**src/rtl/dpb_rr_arbiter.sv**
```systemverilog
// dpb_rr_arbiter: two-requester round-robin arbiter in front of one port of a
// 128x16 dual-port block RAM (bypass read mode, synchronous output reset).
//
// Ports:
//   clk, reset               clock; asynchronous active-high reset
//   reqN_valid/ready         request handshake; ready is the same-cycle grant
//   reqN_we/addr/wdata       request payload (1 = write)
//   rspN_valid/rdata         read response, one-cycle pulse, rdata 0 when idle
//   mem_ce/oce/wre/reset     RAM port controls (oce tied 1, reset = reset)
//   mem_ad/din               RAM address and write data, 0 when no grant
//   mem_dout                 RAM read data, valid one cycle after the grant
module dpb_rr_arbiter #(
    parameter int unsigned ADDR_W = 7,
    parameter int unsigned DATA_W = 16
) (
    input  logic              clk,
    input  logic              reset,
    input  logic              req0_valid,
    output logic              req0_ready,
    input  logic              req0_we,
    input  logic [ADDR_W-1:0] req0_addr,
    input  logic [DATA_W-1:0] req0_wdata,
    input  logic              req1_valid,
    output logic              req1_ready,
    input  logic              req1_we,
    input  logic [ADDR_W-1:0] req1_addr,
    input  logic [DATA_W-1:0] req1_wdata,
    output logic              rsp0_valid,
    output logic [DATA_W-1:0] rsp0_rdata,
    output logic              rsp1_valid,
    output logic [DATA_W-1:0] rsp1_rdata,
    output logic              mem_ce,
    output logic              mem_oce,
    output logic              mem_wre,
    output logic              mem_reset,
    output logic [ADDR_W-1:0] mem_ad,
    output logic [DATA_W-1:0] mem_din,
    input  logic [DATA_W-1:0] mem_dout
);

    // prio_q: requester that wins a tie (0 or 1)
    logic prio_q, prio_d;
    // rd_pend_q/rd_id_q: a read was granted last cycle, and to whom
    logic rd_pend_q, rd_pend_d;
    logic rd_id_q, rd_id_d;

    logic              gnt0_c, gnt1_c, any_gnt_c;
    logic              win_we_c;
    logic [ADDR_W-1:0] win_addr_c;
    logic [DATA_W-1:0] win_wdata_c;

    // Grant selection; no grant is issued while reset is held
    always_comb begin
        gnt0_c = 1'b0;
        gnt1_c = 1'b0;
        if (!reset) begin
            if (req0_valid && (!req1_valid || !prio_q)) begin
                gnt0_c = 1'b1;
            end else if (req1_valid) begin
                gnt1_c = 1'b1;
            end
        end
    end

    assign any_gnt_c = gnt0_c | gnt1_c;

    // Winner payload mux
    always_comb begin
        win_we_c    = req0_we;
        win_addr_c  = req0_addr;
        win_wdata_c = req0_wdata;
        if (gnt1_c) begin
            win_we_c    = req1_we;
            win_addr_c  = req1_addr;
            win_wdata_c = req1_wdata;
        end
    end

    assign req0_ready = gnt0_c;
    assign req1_ready = gnt1_c;

    // RAM port drive; all lines are zeroed when nothing is granted
    always_comb begin
        mem_ce  = 1'b0;
        mem_wre = 1'b0;
        mem_ad  = '0;
        mem_din = '0;
        if (any_gnt_c) begin
            mem_ce  = 1'b1;
            mem_wre = win_we_c;
            mem_ad  = win_addr_c;
            mem_din = win_wdata_c;
        end
    end

    assign mem_oce   = 1'b1;
    assign mem_reset = reset;

    // Next-state: priority passes to the loser on every grant
    always_comb begin
        prio_d    = prio_q;
        rd_pend_d = 1'b0;
        rd_id_d   = rd_id_q;
        if (any_gnt_c) begin
            prio_d = ~gnt1_c;
            if (!win_we_c) begin
                rd_pend_d = 1'b1;
                rd_id_d   = gnt1_c;
            end
        end
    end

    always_ff @(posedge clk or posedge reset) begin
        if (reset) begin
            prio_q    <= 1'b0;
            rd_pend_q <= 1'b0;
            rd_id_q   <= 1'b0;
        end else begin
            prio_q    <= prio_d;
            rd_pend_q <= rd_pend_d;
            rd_id_q   <= rd_id_d;
        end
    end

    // Response steering: RAM data goes only to the requester that issued the read
    assign rsp0_valid = rd_pend_q & ~rd_id_q;
    assign rsp1_valid = rd_pend_q & rd_id_q;
    assign rsp0_rdata = rsp0_valid ? mem_dout : '0;
    assign rsp1_rdata = rsp1_valid ? mem_dout : '0;

endmodule

```
**config.mk**
```make
export PLATFORM = sky130hd
export DESIGN_NAME = dpb_rr_arbiter
export DESIGN_NICKNAME = d
export VERILOG_FILES = /design/src/rtl/dpb_rr_arbiter.sv
export SDC_FILE = /design/constraint.sdc
export NUM_CORES = 1
export LEC_CHECK = 0
export ABC_AREA = 1
export BUFFER_PORTS_ARGS = -buffer_cell sky130_fd_sc_hd__buf_2
export CAP_MARGIN = 30
export CORE_ASPECT_RATIO = 1.2
export CORE_MARGIN = 2
export CORE_UTILIZATION = 29
export DETAILED_ROUTE_END_ITERATION = 8
export PLACE_DENSITY = 0.9
export SYNTH_ARGS = -nofsm -noshare
export SYNTH_HDL_FRONTEND = slang
export SYNTH_SLANG_ARGS = --single-unit
```
**constraint.sdc**
```tcl
create_clock -name clk -period 2.5 [get_ports clk]
set_input_delay 0.25 -clock clk [delete_from_list [all_inputs] [get_ports clk]]
set_output_delay 0.25 -clock clk [all_outputs]
set_load 0.03 [all_outputs]
```
==> results.json <==
{
  "finalHoldViolCount": 0,
  "crit_fanout": 26,
  "clock_path_buffers": 2,
  "fmax_mhz": 464.5,
  "nFillCells": 263,
  "io_buffers": 129,
  "synth_fa_ha_area_share_pct": 0,
  "rrSetupSlack_ns": 1.31,
  "synth_compound_area_share_pct": 16.33,
  "pin_count": 131,
  "gp_congestion": 0.7529,
  "die_x_um": 50.45,
  "grt_max_degree": 27,
  "netlist_area_um2": 750.7,
  "setup_viol": 0,
  "grt_usage_pct": 17.75,
  "cp_data_arrival_time_ns": 1.90,
  "cts_sinks": 3,
  "final_common_cell": "buf_2",
  "antenna_found_initial": 0,
  "drt-vias-per-instance": 4.306,
  "first_global_vias": 1063,
  "powerDensity_nw_per_um2": 349.7,
  "place_hpwl_mm": 2.589,
  "cp_num_buf_inv": 4,
  "crit_type": "in2out",
  "syn_inst": 157,
  "rsz0062_at_grt": "no",
  "startpoint_type": "input pin",
  "wire_per_inst_um": 9.682,
  "syn_to_final_growth_pct": 87.83,
  "path_clk_slew_ns": 0.03,
  "setup_tns_ns": 0,
  "nets": 350,
  "drtIter0Drc": 20,
  "fin_crit_sh_pct": 86.12,
  "grt_pass1_wl_mm": 4.188,
  "yosys.area_share.simple_pct": 51.83,
  "vdd_drop_max_uv": 222.7,
  "ys.flop_type": "dfrtp_1",
  "initial_core_util_pct": 30.00,
  "synth_edf_count": 0,
  "cts_root_buf": "clkbuf_4",
  "final_cell_mix": "buf_2 (129), nor2_1 (79), inv_1 (21)",
  "syn_avg_cell_area_um2": 4.782,
  "ys_types": 19,
  "via_count": 1352,
  "synthMuxAreaShare_pct": 0,
  "leakagePower_uw": 0.001011,
  "synth-xor-area-share_pct": 0,
  "clk_latency_ns": 0.23,
  "ys_seq_area_share_pct": 10.00,
  "first_pass_iters": 4,
  "cts_tree": "done",
  "row_count": 20,
  "maxCapViolations": 0,
  "path_cells": "dlygate4sd3_1 -> buf_2 -> nor2_4 -> nand2_4 -> inv_4 -> nor2_1 -> nor2_1 -> buf_2",
  "yosysWarningCount": 0,
  "end_kind": "primary output",
  "routed_wl_mm": 3.040,
  "cp_slowest_cell": "dlygate4sd3_1",
  "dp_slack_ns": 0.9151,
  "worst-endpoint-required_ns": 2.25,
  "post_cts_buffers": 0,
  "drc": 0,
  "syn-num-nets": 225,
  "status": "completed",
  "htree_levels": 1,
  "gr-total-overflow": 0,
  "final.setup.worst_slack_ns": 0.3470,
  "min_path_type": "in2reg",
  "synth-async-reset-ratio_pct": 100.0,
  "ant_nets": 0,
  "clock_skew_ns": 0.004068,
  "critical-path-top-delay-family": "buffers and inverters",
  "final.min_clock_period_ns": 2.153,
  "slew_viol_final": 0,
  "n_antenna_cell": 0,
  "slowest_delay_ns": 0.54,
  "core_area_um2": 2502,
  "synth_top_family_by_area": "simple AND/OR/NAND/NOR gates",
  "drive_gt1_share_pct": 50.18,
  "ys_seq_elements": 3,
  "numCtsBuffers": 3,
  "die_area_um2": 3013,
  "die_h_um": 59.74
}
[power breakdown]
part           internal, uW  leakage [uW]  switching [uW]  total (uW)
sequential             55.3     0.0000376            4.08        59.3
clock                  59.8     0.0000150            24.6        84.4
combinational           113      0.000959             237         349
[synthesized netlist by cell type (2+ instances only)]
cell type | n | area [um2]
nand2_1 | 7 | 26.28
nand3_1 | 2 | 10.01
inv_1 | 21 | 78.83
buf_4 | 6 | 45.04
buf_2 | 3 | 15.01
o21ai_1 | 20 | 100.1
dfrtp_1 | 3 | 75.07
o21ai_0 | 3 | 15.01
nand2_4 | 2 | 22.52
nor2_1 | 79 | 296.5
inv_2 | 3 | 11.26
[layout make-up]
class | instances | area, um2 | area share (%)
inverters | 25 | 96.34 | 6.832
repair buffers | 130 | 655.6 | 46.50
multi-input cells | 119 | 515.5 | 36.56
clock buffers | 4 | 26.28 | 1.863
flip-flops and latches | 3 | 75.07 | 5.324
well taps | 33 | 41.29 | 2.928
[metal layers]
layer	routed length [um]	track usage [%]	vias up
li1	-	-	708
met1	1159	19.42	560
met4	0	5.792	0
met5	0	0	-
met2	1534	34.96	84
met3	347	2.250	0
[per-stage QoR]
| step | total power (uW) | utilization, % | hold slack [ns] | cell area, um2 | std cells |
|---|---|---|---|---|---|
| finish | 493.2 | 56.35 | 0.2937 | 1410 | 314 |
| global route | 530.7 | 56.35 | 0.3106 | 1410 | 314 |
| CTS | 499.3 | 56.35 | 0.2905 | 1410 | 314 |
| detailed placement | 408.6 | 54.90 | 0.1537 | 1374 | 309 |
| global placement | 405.2 | 54.90 | 0.1488 | 1374 | 309 |
| floorplan | 297.5 | - | -0.004027 | 750.7 | 157 |
[flip-flops by register name, summed over array words and instances, names as in the netlist]
register,flops
prio_q,1
rd_id_q,1
rd_pend_q,1
[final timing paths]
path	start	endpoint	cells after the start
worst min register to register	prio_q	prio_q	2
max in group asynchronous	reset	rd_id_q	3
worst max register to register	prio_q	rd_id_q	7
min in group asynchronous	reset	prio_q	3
worst max-delay path	reset	mem_din[13]	8
worst min-delay path	req1_we	rd_id_q	3
[repair_timing]
item,4_1_cts,5_1_grt
gates resized for setup,0,0
hold buffers,1,0
hold endpoints to repair,3,0
[kinds of logic after synthesis]
logic type,Yosys count
flip-flops,3
other,1
AO/OA/AOI/OAI,24
buffers and inverters,35
AND/OR/NAND/NOR,94
[tightest hold or removal path, stage by stage]
cell,delay (ns)
buf_2,0.09
or2_0,0.10
nand2_1,0.05
No activity file was read; power rests on OpenSTA's default activity.
